--- config.mk ---
export PLATFORM = sky130hd
export DESIGN_NAME = ps2_key_matrix
export DESIGN_NICKNAME = d
export VERILOG_FILES = /design/src/rtl/ps2_key_matrix.sv
export SDC_FILE = /design/constraint.sdc
export NUM_CORES = 1
export LEC_CHECK = 0
export ABC_AREA = 1
export BUFFER_PORTS_ARGS = -buffer_cell sky130_fd_sc_hd__clkbuf_2
export CAP_MARGIN = 5
export CORE_UTILIZATION = 46
export CTS_BUF_LIST = sky130_fd_sc_hd__clkbuf_4 sky130_fd_sc_hd__clkbuf_8
export DETAILED_ROUTE_END_ITERATION = 6
export MAX_ROUTING_LAYER = met4
export PLACE_DENSITY = 0.61
export SKIP_CTS_REPAIR_TIMING = 1
export SLEW_MARGIN = 10
export SYNTH_ARGS = -nofsm -noshare
export SYNTH_HDL_FRONTEND = slang
export SYNTH_SLANG_ARGS = --single-unit
--- constraint.sdc ---
create_clock -name clk_sys -period 2.2 [get_ports clk_sys]
set_input_delay 0.11 -clock clk_sys [delete_from_list [all_inputs] [get_ports clk_sys]]
set_output_delay 0.11 -clock clk_sys [all_outputs]
set_load 0.01 [all_outputs]
--- src/rtl/ps2_key_matrix.sv ---
// PS/2 keyboard receiver and scan-code decoder that maintains a 9x8 active-low
// key matrix (CPU row-select read-out), held F1..F11 state and held modifiers.
module ps2_key_matrix #(
  parameter int unsigned TIMEOUT = 96000
) (
  input  logic        clk_sys,
  input  logic        rst_n,
  input  logic        ps2_kbd_clk,
  input  logic        ps2_kbd_data,
  input  logic [15:0] addr,
  output logic [7:0]  key_data,
  output logic [11:1] Fn,
  output logic [2:0]  mod
);

  localparam int unsigned TO_W = $clog2(TIMEOUT + 1);

  typedef enum logic [2:0] {
    ST_IDLE,
    ST_EXT,
    ST_BRK,
    ST_EXT_BRK,
    ST_PAUSE
  } state_t;

  // Returns {hit, row[3:0], bit[2:0]} for a make/break code.
  function automatic logic [7:0] key_map(input logic [7:0] code);
    case (code)
      8'h12, 8'h59: key_map = 8'h80;
      8'h1A: key_map = 8'h81;  8'h22: key_map = 8'h82;  8'h21: key_map = 8'h83;
      8'h2A: key_map = 8'h84;  8'h05: key_map = 8'h85;  8'h06: key_map = 8'h86;
      8'h04: key_map = 8'h87;
      8'h1C: key_map = 8'h88;  8'h1B: key_map = 8'h89;  8'h23: key_map = 8'h8A;
      8'h2B: key_map = 8'h8B;  8'h34: key_map = 8'h8C;  8'h0C: key_map = 8'h8D;
      8'h03: key_map = 8'h8E;  8'h0B: key_map = 8'h8F;
      8'h15: key_map = 8'h90;  8'h1D: key_map = 8'h91;  8'h24: key_map = 8'h92;
      8'h2D: key_map = 8'h93;  8'h2C: key_map = 8'h94;  8'h83: key_map = 8'h95;
      8'h0A: key_map = 8'h96;  8'h01: key_map = 8'h97;
      8'h16: key_map = 8'h98;  8'h1E: key_map = 8'h99;  8'h26: key_map = 8'h9A;
      8'h25: key_map = 8'h9B;  8'h2E: key_map = 8'h9C;  8'h76: key_map = 8'h9D;
      8'h0D: key_map = 8'h9E;  8'h58: key_map = 8'h9F;
      8'h45: key_map = 8'hA0;  8'h46: key_map = 8'hA1;  8'h3E: key_map = 8'hA2;
      8'h3D: key_map = 8'hA3;  8'h36: key_map = 8'hA4;  8'h66: key_map = 8'hA5;
      8'h55: key_map = 8'hA6;  8'h4E: key_map = 8'hA7;
      8'h4D: key_map = 8'hA8;  8'h44: key_map = 8'hA9;  8'h43: key_map = 8'hAA;
      8'h3C: key_map = 8'hAB;  8'h35: key_map = 8'hAC;  8'h09: key_map = 8'hAD;
      8'h54: key_map = 8'hAE;  8'h52: key_map = 8'hAF;
      8'h5A: key_map = 8'hB0;  8'h4B: key_map = 8'hB1;  8'h42: key_map = 8'hB2;
      8'h3B: key_map = 8'hB3;  8'h33: key_map = 8'hB4;  8'h0E: key_map = 8'hB5;
      8'h4C: key_map = 8'hB6;  8'h5D: key_map = 8'hB7;
      8'h29: key_map = 8'hB8;  8'h11: key_map = 8'hB9;  8'h3A: key_map = 8'hBA;
      8'h31: key_map = 8'hBB;  8'h32: key_map = 8'hBC;  8'h5B: key_map = 8'hBD;
      8'h49: key_map = 8'hBE;  8'h41: key_map = 8'hBF;
      8'h14: key_map = 8'hC0;  8'h75: key_map = 8'hC1;  8'h72: key_map = 8'hC2;
      8'h6B: key_map = 8'hC3;  8'h74: key_map = 8'hC4;
      default: key_map = 8'h00;
    endcase
  endfunction

  logic [2:0]      kclk_q, kclk_d;
  logic [1:0]      kdat_q, kdat_d;
  logic [3:0]      bit_cnt_q, bit_cnt_d;
  logic [10:0]     frame_q, frame_d;
  logic [TO_W-1:0] to_cnt_q, to_cnt_d;
  logic            rx_ok_q, rx_ok_d;
  logic [7:0]      rx_byte_q, rx_byte_d;
  logic            strobe_q, strobe_d;
  state_t          state_q, state_d;
  logic [2:0]      pause_cnt_q, pause_cnt_d;
  logic [8:0][7:0] matrix_q, matrix_d;
  logic [11:1]     fn_q, fn_d;
  logic [5:0]      held_q, held_d;
  logic [2:0]      mod_q, mod_d;
  logic [7:0]      key_data_q, key_data_d;
  logic            fall_c, apply_c, make_c, ext_c;
  logic [7:0]      map_c;
  logic            addr_unused_c;

  assign addr_unused_c = ^addr[7:0];
  assign fall_c        = kclk_q[2] & ~kclk_q[1];

  // Synchronisers, frame shift register, bit counter and inactivity timeout.
  always_comb begin
    kclk_d    = {kclk_q[1:0], ps2_kbd_clk};
    kdat_d    = {kdat_q[0], ps2_kbd_data};
    bit_cnt_d = bit_cnt_q;
    frame_d   = frame_q;
    to_cnt_d  = to_cnt_q;
    rx_ok_d   = 1'b0;
    rx_byte_d = rx_byte_q;
    strobe_d  = rx_ok_q;
    if (fall_c) begin
      to_cnt_d = '0;
      frame_d  = {kdat_q[1], frame_q[10:1]};
      if (bit_cnt_q == 4'd10) begin
        bit_cnt_d = 4'd0;
        if (!frame_d[0] && frame_d[10] && (^frame_d[9:1])) begin
          rx_ok_d   = 1'b1;
          rx_byte_d = frame_d[8:1];
        end
      end else begin
        bit_cnt_d = bit_cnt_q + 4'd1;
      end
    end else if (bit_cnt_q != 4'd0) begin
      if (to_cnt_q == TO_W'(TIMEOUT)) begin
        bit_cnt_d = 4'd0;
        to_cnt_d  = '0;
      end else begin
        to_cnt_d = to_cnt_q + TO_W'(1);
      end
    end else begin
      to_cnt_d = '0;
    end
  end

  // Prefix decoder: tracks E0/F0/E1 and issues one apply per key event.
  always_comb begin
    state_d     = state_q;
    pause_cnt_d = pause_cnt_q;
    apply_c     = 1'b0;
    make_c      = 1'b0;
    ext_c       = 1'b0;
    if (strobe_q) begin
      case (state_q)
        ST_IDLE: begin
          if (rx_byte_q == 8'hE0) begin
            state_d = ST_EXT;
          end else if (rx_byte_q == 8'hF0) begin
            state_d = ST_BRK;
          end else if (rx_byte_q == 8'hE1) begin
            state_d     = ST_PAUSE;
            pause_cnt_d = 3'd0;
          end else begin
            apply_c = 1'b1;
            make_c  = 1'b1;
          end
        end
        ST_EXT: begin
          if (rx_byte_q == 8'hF0) begin
            state_d = ST_EXT_BRK;
          end else begin
            apply_c = 1'b1;
            make_c  = 1'b1;
            ext_c   = 1'b1;
            state_d = ST_IDLE;
          end
        end
        ST_BRK: begin
          apply_c = 1'b1;
          state_d = ST_IDLE;
        end
        ST_EXT_BRK: begin
          apply_c = 1'b1;
          ext_c   = 1'b1;
          state_d = ST_IDLE;
        end
        ST_PAUSE: begin
          if (pause_cnt_q == 3'd6) begin
            pause_cnt_d = 3'd0;
            state_d     = ST_IDLE;
          end else begin
            pause_cnt_d = pause_cnt_q + 3'd1;
          end
        end
        default: state_d = ST_IDLE;
      endcase
    end
  end

  // Apply a key event to the matrix, the F-key state and the modifiers.
  always_comb begin
    matrix_d = matrix_q;
    fn_d     = fn_q;
    held_d   = held_q;
    map_c    = key_map(rx_byte_q);
    if (apply_c) begin
      if (map_c[7]) matrix_d[map_c[6:3]][map_c[2:0]] = ~make_c;
      case (rx_byte_q)
        8'h05: fn_d[1]  = make_c;
        8'h06: fn_d[2]  = make_c;
        8'h04: fn_d[3]  = make_c;
        8'h0C: fn_d[4]  = make_c;
        8'h03: fn_d[5]  = make_c;
        8'h0B: fn_d[6]  = make_c;
        8'h83: fn_d[7]  = make_c;
        8'h0A: fn_d[8]  = make_c;
        8'h01: fn_d[9]  = make_c;
        8'h09: fn_d[10] = make_c;
        8'h78: fn_d[11] = make_c;
        default: fn_d = fn_q;
      endcase
      case (rx_byte_q)
        8'h12: held_d[0] = make_c;
        8'h59: held_d[1] = make_c;
        8'h14: if (ext_c) held_d[3] = make_c; else held_d[2] = make_c;
        8'h11: if (ext_c) held_d[5] = make_c; else held_d[4] = make_c;
        default: held_d = held_q;
      endcase
    end
    mod_d = {held_d[5] | held_d[4], held_d[3] | held_d[2], held_d[1] | held_d[0]};
  end

  // Row read-out: AND of every selected row; row 8 only when no row line is low.
  always_comb begin
    key_data_d = 8'hFF;
    for (int unsigned r = 0; r < 8; r++) begin
      if (!addr[8+r]) key_data_d = key_data_d & matrix_q[r];
    end
    if (addr[15:8] == 8'hFF) key_data_d = key_data_d & matrix_q[8];
  end

  // State registers.
  always_ff @(posedge clk_sys or negedge rst_n) begin
    if (!rst_n) begin
      kclk_q      <= 3'b111;
      kdat_q      <= 2'b11;
      bit_cnt_q   <= 4'd0;
      frame_q     <= '0;
      to_cnt_q    <= '0;
      rx_ok_q     <= 1'b0;
      rx_byte_q   <= 8'h00;
      strobe_q    <= 1'b0;
      state_q     <= ST_IDLE;
      pause_cnt_q <= 3'd0;
      matrix_q    <= '1;
      fn_q        <= '0;
      held_q      <= '0;
      mod_q       <= 3'd0;
      key_data_q  <= 8'hFF;
    end else begin
      kclk_q      <= kclk_d;
      kdat_q      <= kdat_d;
      bit_cnt_q   <= bit_cnt_d;
      frame_q     <= frame_d;
      to_cnt_q    <= to_cnt_d;
      rx_ok_q     <= rx_ok_d;
      rx_byte_q   <= rx_byte_d;
      strobe_q    <= strobe_d;
      state_q     <= state_d;
      pause_cnt_q <= pause_cnt_d;
      matrix_q    <= matrix_d;
      fn_q        <= fn_d;
      held_q      <= held_d;
      mod_q       <= mod_d;
      key_data_q  <= key_data_d;
    end
  end

  assign key_data = key_data_q;
  assign Fn       = fn_q;
  assign mod      = mod_q;

endmodule

After elaboration in Yosys (flattened, before gate mapping). Memories as Yosys holds them, arrays and structs flattened. Index checks and enable logic that the tools add are counted.

Input bits: 20. Word-level logic and storage cells: 168. Flip-flop bits (word level): 153. Output and inout bits: 22. Memory bits (read-only): 2048. Memories kept: 1.

Eq/ne operators: 31. Mux-type cells: 54. Bitwise gates (word level): 14. $lt $le $gt $ge: 4. Reductions and logical operators: 28. Add/subtract/negate cells: 3.

Memories: (no name shown) (depth 256, width 8, rd ports 1, clocked after memory_dff 0, write ports 0, RTL line 28) `case (code)`.

Operators by type and width (count): 2-to-1 mux 8 bit (10); bitwise mux 72 bit (1); AND 8 bit (8); 2-to-1 mux 17 bit (3); equality test 8 bit (second input constant) (5); demux 8 bit (select 4 bit) (1); equality test 8 x 4 -> 1 bit (second input constant) (4); AND reduction 2 bit (13); equality test 8 x 3 -> 1 bit (second input constant) (3); equality test 8 x 5 -> 1 bit (second input constant) (3); 2-to-1 mux 3 bit (8); adder 17 x 1 -> 17 bit (second input constant) (1); equality test 17 bit (second input constant) (1); 2-to-1 mux 1 bit (17); equality test 8 x 7 -> 1 bit (second input constant) (2); 2-to-1 mux 4 bit (4); case mux 3 bit (3 select lines) (1); XOR reduction 9 bit (1); equality test 8 x 1 -> 1 bit (second input constant) (1); equality test 8 x 2 -> 1 bit (second input constant) (1); inequality test 2 bit (second input constant) (4); equality test 3 x 2 -> 1 bit (second input constant) (2); equality test 3 bit (second input constant) (2); 2-to-1 mux 2 bit (3); other kinds (25) (35).

Longest topological paths before layout. Gate-level depths: netlist of run 1.

Word-level depth: 17. Depth in mapped cells: 18.

Least setup slack after synthesis of run 1. No wires, ideal clock.

Kind: flip-flop to flip-flop. From: register rx_byte_q[1]. To: register matrix_q[12] in the netlist's numbering. Data required time: 2139 ps. Stages on the path, launching flop included: 14. Path buffers: 2. Clock period less this slack: 2372 ps. Path slack: -172 ps. Arrival: 2311 ps. Cell sequence: dfrtp_1 inv_1 ha_1 inv_1 nor2_1 o21ai_1 nand2_1 a21oi_2 nand2_1 nor2_4 buf_6 buf_2 nand4_1 nand2_1.

Cells in the longest elaborated chain, start to end: 8. Elaborated cells between the ends (all ways): 25. Those cells by class: 4 x order compare; 3 x eq/ne; 13 x mux; 1 x bitwise; 3 x reduce/logical; 1 x memory.

RTL lines: start: declaration (RTL line 66) `logic [7:0] rx_byte_q, rx_byte_d;`; start signal: assignment (RTL line 237) `rx_byte_q <= rx_byte_d;`; memory read (256 x 8 bit) / equality test 8 bit (equally long branches); < comparator 3 x 4 -> 1 bit (not written as such), or another cell as far along (RTL line 177) `if (map_c[7]) matrix_d[map_c[6:3]][map_c[2:0]] = ~make_c;`; logical AND 1 bit (not written as such) / 2-to-1 mux 1 bit (equally long branches) (RTL line 177, 128); 2-to-1 mux 1 bit, on equally long branches (RTL line 177, 126); demux 1 bit (select 3 bit) / case mux 1 bit (2 select lines) (equally long branches) (RTL line 177, 124); 2-to-1 mux 8 bit (not written as such) / 2-to-1 mux 1 bit (equally long branches) (RTL line 177, 123); demux 8 bit (select 4 bit) / NOT 1 bit (equally long branches) (RTL line 177); bitwise mux 72 bit (RTL line 177); end signal: assignment (RTL line 241) `matrix_q <= matrix_d;`; end: declaration (RTL line 70) `logic [8:0][7:0] matrix_q, matrix_d;`.

Parallel ways exist; a longest one is shown, timed or not. A chain may end at the register's enable or synchronous reset.

Final worst setup path of run 1.
From: register rx_byte_q[1]. To: register matrix_q[11] in the netlist's numbering.

Same word-level chain as after synthesis.

==> flow_summary.ini, run 1 <==
[synthesis]
synth.area.top_cells = dfstp_2 (25%), dfrtp_1 (19%), nand2_1 (15%)
postSynthCellCount = 1147
ys_seq_elements = 152
yosysTopAreaCell = dfstp_2
synth_top_area_share = 0.253
synth_area_um2 = 8820
syn_avg_cell_area_um2 = 7.69
synthArstFlopShare = 1.00
synth_most_common_cell = nand2_1
synth.distinct_cells = 43
yosys_warnings = 0
synth_edf_count = 0
synth_commonest_cells = nand2_1 (346), nand3_1 (159), dfstp_2 (85)
ys.flop_type = dfstp_2
ys_seq_area_frac = 0.444
syn_nets = 1180

[global_routing]
gr-usage-met2 = 0.438
antenna_found_initial = 0
grt_pass1_vias = 8155
grt-ovfl-total = 0
grt_usage = 0.283
gr-usage-met1 = 0.388
grt_use_met3 = 0.0410
grt_max_degree = 59
grt_pass1_wl_mm = 42.1
grt_busiest_layer = met2

[die]
start_util = 0.470
die_width_um = 140
die_area_um2 = 19700
ios = 42
rows = 50
fp.coreArea_um2 = 18800
die_h_um = 140

[clocking]
path_clk_slew_ns = 0.09
htreeDepth = 4
cts_buffers = 17
cts-root-buf = clkbuf_8
cts_tree = built
clkSinkCount = 152
ctsLongestPathBuffers = 2
clk_latency_ns = 0.46

[sta]
max_freq_mhz = 414
fin_crit_ns = 2.41
slew_violations = 0
slew-limit-headroom = 0.616
period_share = 1.10
fin_ws_ns = -0.213
setup_viol = 75
finClkSkew_ns = 0.0187
hold_viol = 0
worst_slew_pin_slew_ns = 0.574
whs_ns = 0.126
grt_setup_unrepaired = yes

[worst_setup_path]
cp-start-kind = flop
cp_data_arrival_time_ns = 2.80
crit_type = reg -> reg
required_ns = 2.58
cp_slowest_cell = dfrtp_2
worstPathCellList = inv_4 > ha_2 > inv_2 > nand2_1 > buf_4 > nand3_1 > nand3_1 > nand3_1 > nand2_1 > nand3_4 > buf_6 > nor2_4 > buf_12 > clkbuf_16 > nand3_1 > nand2_1 > nand2_1
slowest_delay_ns = 0.47
cp_max_fo = 6
crit_path_end_kind = flop

[place]
hpwl_mm = 17.9
finalWeightedCongestion = 1.03
dp.cells = 1493
dp_worst_setup_slack_ns = -0.382
io_buffer_count = 33

[power_and_ir_drop]
p_per_area_nw_per_um2 = 598
switchingPower_uw = 2190
swShare = 0.318
clkPwrFrac = 0.341
p_int_uw = 4680
p_leak_uw = 0.00516
seq_power_share = 0.435
p_comb_frac = 0.224
ir_drop_mv = 0.492

[layout]
fin_cells = 1553
drive_gt1_frac = 0.330
nNetsFinal = 1339
area_growth_syn_to_layout_pct = 30.2
final_core_util = 0.612
diodes = 0

[detailed_routing]
final_antenna_net_count = 0
drtIter0Drc = 832
routed_wl_mm = 27.1
avgViaCountPerCell = 5.59
drc = 0
dr.pass1.iters = 5
drt-wirelength-per-cell_um = 17.4
vias = 8675

[status]
violations = setup timing
status = finished with violations

[min_path]
hp-class = in -> reg

[flow_run]
maxCapViolations = 0
-- layout make-up --
type | count | area, µm²
well taps | 234 | 293
clock buffers | 19 | 255
inverters | 91 | 349
multi-input cells | 840 | 4500
clock inverters | 13 | 171
fillers | 1711 | 7290
flip-flops and latches | 152 | 3920
repair buffers | 204 | 1990
-- path summary, 6_finish.rpt --
kind / slack, ns / to / depth (start not counted) / start
setup / recovery: -0.21 / matrix_q[11]$_DFFE_PN1P_ / 17 / rx_byte_q[1]$_DFFE_PN0P_
hold / removal: 0.13 / key_data[6]$_DFF_PN1_ / 4 / addr[13]
setup reg to reg: -0.21 / matrix_q[11]$_DFFE_PN1P_ / 17 / rx_byte_q[1]$_DFFE_PN0P_
hold reg to reg: 0.36 / kdat_q[1]$_DFF_PN1_ / 0 / kdat_q[0]$_DFF_PN1_
max in group asynchronous: 1.26 / matrix_q[18]$_DFFE_PN1P_ / 3 / rst_n
min in group asynchronous: 0.18 / strobe_q$_DFF_PN0_ / 2 / rst_n
-- metrics by stage --
step                instance area, µm²  power (µW)  setup TNS, ns
CTS                              10700        6740         -22.87
global route                     11500        7180         -20.87
detailed placement               10300        4360         -19.68
finish                           11500        6870          -8.80
floorplan                         8850        3850        -0.0103
global placement                 10300        4350         -17.77
-- worst max-delay path, delay by kind of cell (launching register included) --
family	cells	cell delay, ns
fa+ha+maj	1	0.21
flops	1	0.47
simple gates	10	0.93
buf+inv	6	0.71
-- placed cells by master (no fill, tap or decap), types with 27 or more instances in the layout --
master      n
nand2_1   323
nand3_1   150
buf_4     123
dfstp_2    85
nand4_1    79
inv_1      73
dfrtp_1    63
nor2_1     42
o21ai_0    36
clkbuf_2   32
o22ai_1    28
nand2_2    28
buf_12     27
-- power groups by stage --
| stage | Combinational, µW | Sequential, µW | Clock, µW |
|---|---|---|---|
| floorplan | 842 | 3010 | 0 |
| detailed placement | 1330 | 3030 | 0 |
| CTS | 1340 | 2980 | 2410 |
| global route | 1690 | 3000 | 2500 |
| global placement | 1320 | 3030 | 0 |
| finish | 1540 | 2980 | 2340 |
-- layer usage --
metal | wire length, µm | up-vias
met5 | 0 | -
met4 | 569 | 0
met3 | 1910 | 47
met2 | 12300 | 335
met1 | 12200 | 4111
li1 | - | 4182
-- registers in the layout, indices dropped and copies added, names as in the netlist, 4 cells and up --
name,flops
Fn,11
key_data,8
rx_byte_q,8
matrix_q,72
bit_cnt_q,4
to_cnt_q,17
frame_q,10
held_q,6
-- kinds of logic after synthesis --
logic type | synth area share
and+or+nand+nor | 0.369
DFF | 0.444
muxes | 0.00128
AOI/OAI and AO/OA | 0.0781
xor gates and xnor gates | 0.0109
adders and majority gates | 0.0185
buffers and inverters | 0.0792
Power figures use the tool's default switching activity.
==> run 2: changes to the inputs <==
--- a/config.mk
+++ b/config.mk
@@ -5,7 +5,6 @@
 export SDC_FILE = /design/constraint.sdc
 export NUM_CORES = 1
 export LEC_CHECK = 0
-export ABC_AREA = 1
 export BUFFER_PORTS_ARGS = -buffer_cell sky130_fd_sc_hd__clkbuf_2
 export CAP_MARGIN = 5
 export CORE_UTILIZATION = 46
@@ -13,6 +12,7 @@
 export DETAILED_ROUTE_END_ITERATION = 6
 export MAX_ROUTING_LAYER = met4
 export PLACE_DENSITY = 0.61
+export REMOVE_ABC_BUFFERS = 1
 export SKIP_CTS_REPAIR_TIMING = 1
 export SLEW_MARGIN = 10
 export SYNTH_ARGS = -nofsm -noshare
==> flow_summary.ini, run 2 <==
[status]
status = finished with violations
violations = setup timing

[synthesis]
synth_area_um2 = 8740
synth_commonest_cells = dfstp_2 (85), nand2_1 (72), dfrtp_1 (67)
synth.area.top_cells = dfstp_2 (26%), dfrtp_1 (19%), mux2_2 (8.1%)
synth.distinct_cells = 87
synth_top_area_share = 0.256
syn_avg_cell_area_um2 = 10.2
yosys_warnings = 0
ys.flop_type = dfstp_2
synth_edf_count = 0
ys_seq_elements = 152
yosysTopAreaCell = dfstp_2
ys_seq_area_frac = 0.447
synthArstFlopShare = 1.00
postSynthCellCount = 855
synth_most_common_cell = dfstp_2

[die]
fp.coreArea_um2 = 18600
start_util = 0.469
die_h_um = 140
die_area_um2 = 19600
rows = 50
ios = 42
die_width_um = 140

[layout]
num-fill-cells = 1515
design_area_um2 = 12100
regMostFlops = matrix_q
area_growth_syn_to_layout_pct = 38.0
drive_gt1_frac = 0.525
largest_reg_flops = 72
final_cell_mix = buf_4 (161), dfstp_2 (85), nand2_1 (68)
final_common_cell = buf_4
nNetsFinal = 1084
diodes = 0

[sta]
grt_setup_unrepaired = yes
worst_slew_pin_slew_ns = 0.613
whs_ns = 0.186
max_freq_mhz = 334
hold_viol = 0
setup_viol = 96
slew_violations = 0
slew-limit-headroom = 0.591
fin_ws_ns = -0.790
fin_crit_ns = 2.99
finClkSkew_ns = 0.0181
period_share = 1.36

[detailed_routing]
drtIter0Drc = 583
drc = 0
vias = 7920
drt-wirelength-per-cell_um = 22.7
routed_wl_mm = 29.5
avgViaCountPerCell = 6.10
dr.pass1.iters = 5
final_antenna_net_count = 0

[clocking]
clkSinkCount = 152
cts_tree = built
path_clk_slew_ns = 0.10
clk_latency_ns = 0.46
ctsLongestPathBuffers = 2
htreeDepth = 4
cts-root-buf = clkbuf_8
cts_buffers = 17

[worst_setup_path]
cp-start-kind = flop
crit_path_end_kind = flop
cp_slowest_cell = mux4_2
crit_type = reg -> reg
slowest_delay_ns = 0.50
required_ns = 2.59
r2r_cells = 12
worstPathCellList = inv_4 > ha_4 > buf_6 > mux4_2 > a211oi_2 > nand4_1 > buf_4 > nor3_4 > buf_12 > buf_12 > nand4_1 > mux2_4
cp_data_arrival_time_ns = 3.38
cp_max_fo = 8

[global_routing]
antenna_found_initial = 0
grt_max_degree = 65
grt-ovfl-total = 0
grt_usage = 0.288
grt_pass1_wl_mm = 41.8
grt_pass1_vias = 7579

[min_path]
hp-class = in -> async

[place]
io_buffer_count = 33
hpwl_mm = 19.2
place_area_um2 = 10300
finalWeightedCongestion = 0.877

[power_and_ir_drop]
fin_total_pwr_uw = 5930
p_leak_uw = 0.00509
ir_drop_mv = 0.520
p_per_area_nw_per_um2 = 492

[flow_run]
maxCapViolations = 0
run 2: cell types whose count changed after synthesis, sizes merged, moves of 10 or more:
cell	delta
nand2	-281
nand3	-125
mux2	+76
inv	-73
nor2	-32
nand4	-23
o21ai	-18
nand2b	+16
clkbuf	+14
a31oi	+11
a41oi	+11
nor2b	+11
xnor2	+11
o21a	+10
run 2: where the power goes:
part | internal [µW] | switching (µW)
Clock | 850 | 1280
Combinational | 347 | 468
Sequential | 2890 | 100
Total | 4080 | 1840
run 2: kinds of logic (layout without fill, tap and decap cells):
kind of cell               after synthesis  in the layout  share of synthesized area
AOI/OAI and AO/OA                      175            175                      0.146
xor gates and xnor gates                23             23                     0.0231
adders and majority gates               13             13                     0.0186
buffers and inverters                   91            298                     0.0550
DFF                                    152            152                      0.447
muxes                                   81             81                      0.108
and+or+nand+nor                        320            322                      0.201
run 2: per-layer routing:
metal  GRT usage  vias up  share of wire
li1            -     3588              -
met1       0.384     3981           0.44
met2       0.450      286           0.47
met3      0.0551       65          0.058
met4      0.0735        0          0.023
met5           -        -              0
run 2: per-stage QoR:
stage          utilization  TNS [ns]  std cells  worst slack (ns)
6_report             0.647    -57.26       1298            -0.790
5_1_grt              0.647    -64.28       1298            -0.860
4_1_cts              0.572    -85.16       1253             -1.08
3_5_place_dp         0.551    -83.22       1221             -1.06
3_3_place_gp         0.551    -79.03       1221            -0.969
2_1_floorplan            -   -140.20        782             -1.78
run 2: final cells by class:
cell class | instances | area (µm²) | area share
Multi-Input combinational cell | 614 | 5170 | 0.429
Sequential cell | 152 | 3920 | 0.325
Timing Repair Buffer | 248 | 2220 | 0.184
Tap cell | 234 | 293 | 0.0243
Clock buffer | 17 | 234 | 0.0194
Clock inverter | 15 | 155 | 0.0129
Inverter | 18 | 72.6 | 0.00602
run 2: final timing paths:
check,from,to,slack (ns)
max,rx_byte_q[0]$_DFFE_PN0P_,matrix_q[30]$_DFFE_PN1P_,-0.79
min,rst_n,state_q[2]$_DFFE_PN0P_,0.19
max reg2reg,rx_byte_q[0]$_DFFE_PN0P_,matrix_q[30]$_DFFE_PN1P_,-0.79
min reg2reg,kdat_q[0]$_DFF_PN1_,kdat_q[1]$_DFF_PN1_,0.36
max in group asynchronous,rst_n,matrix_q[61]$_DFFE_PN1P_,1.22
min in group clk_sys,addr[12],key_data[4]$_DFF_PN1_,0.22
run 2: worst max-delay path, delay by kind of cell (launching register included):
kind	cells	cell delay [ns]
simple gates	3	0.45
buf+inv	5	0.72
flops	1	0.46
compound gates	1	0.23
mux	2	0.81
fa+ha+maj	1	0.23
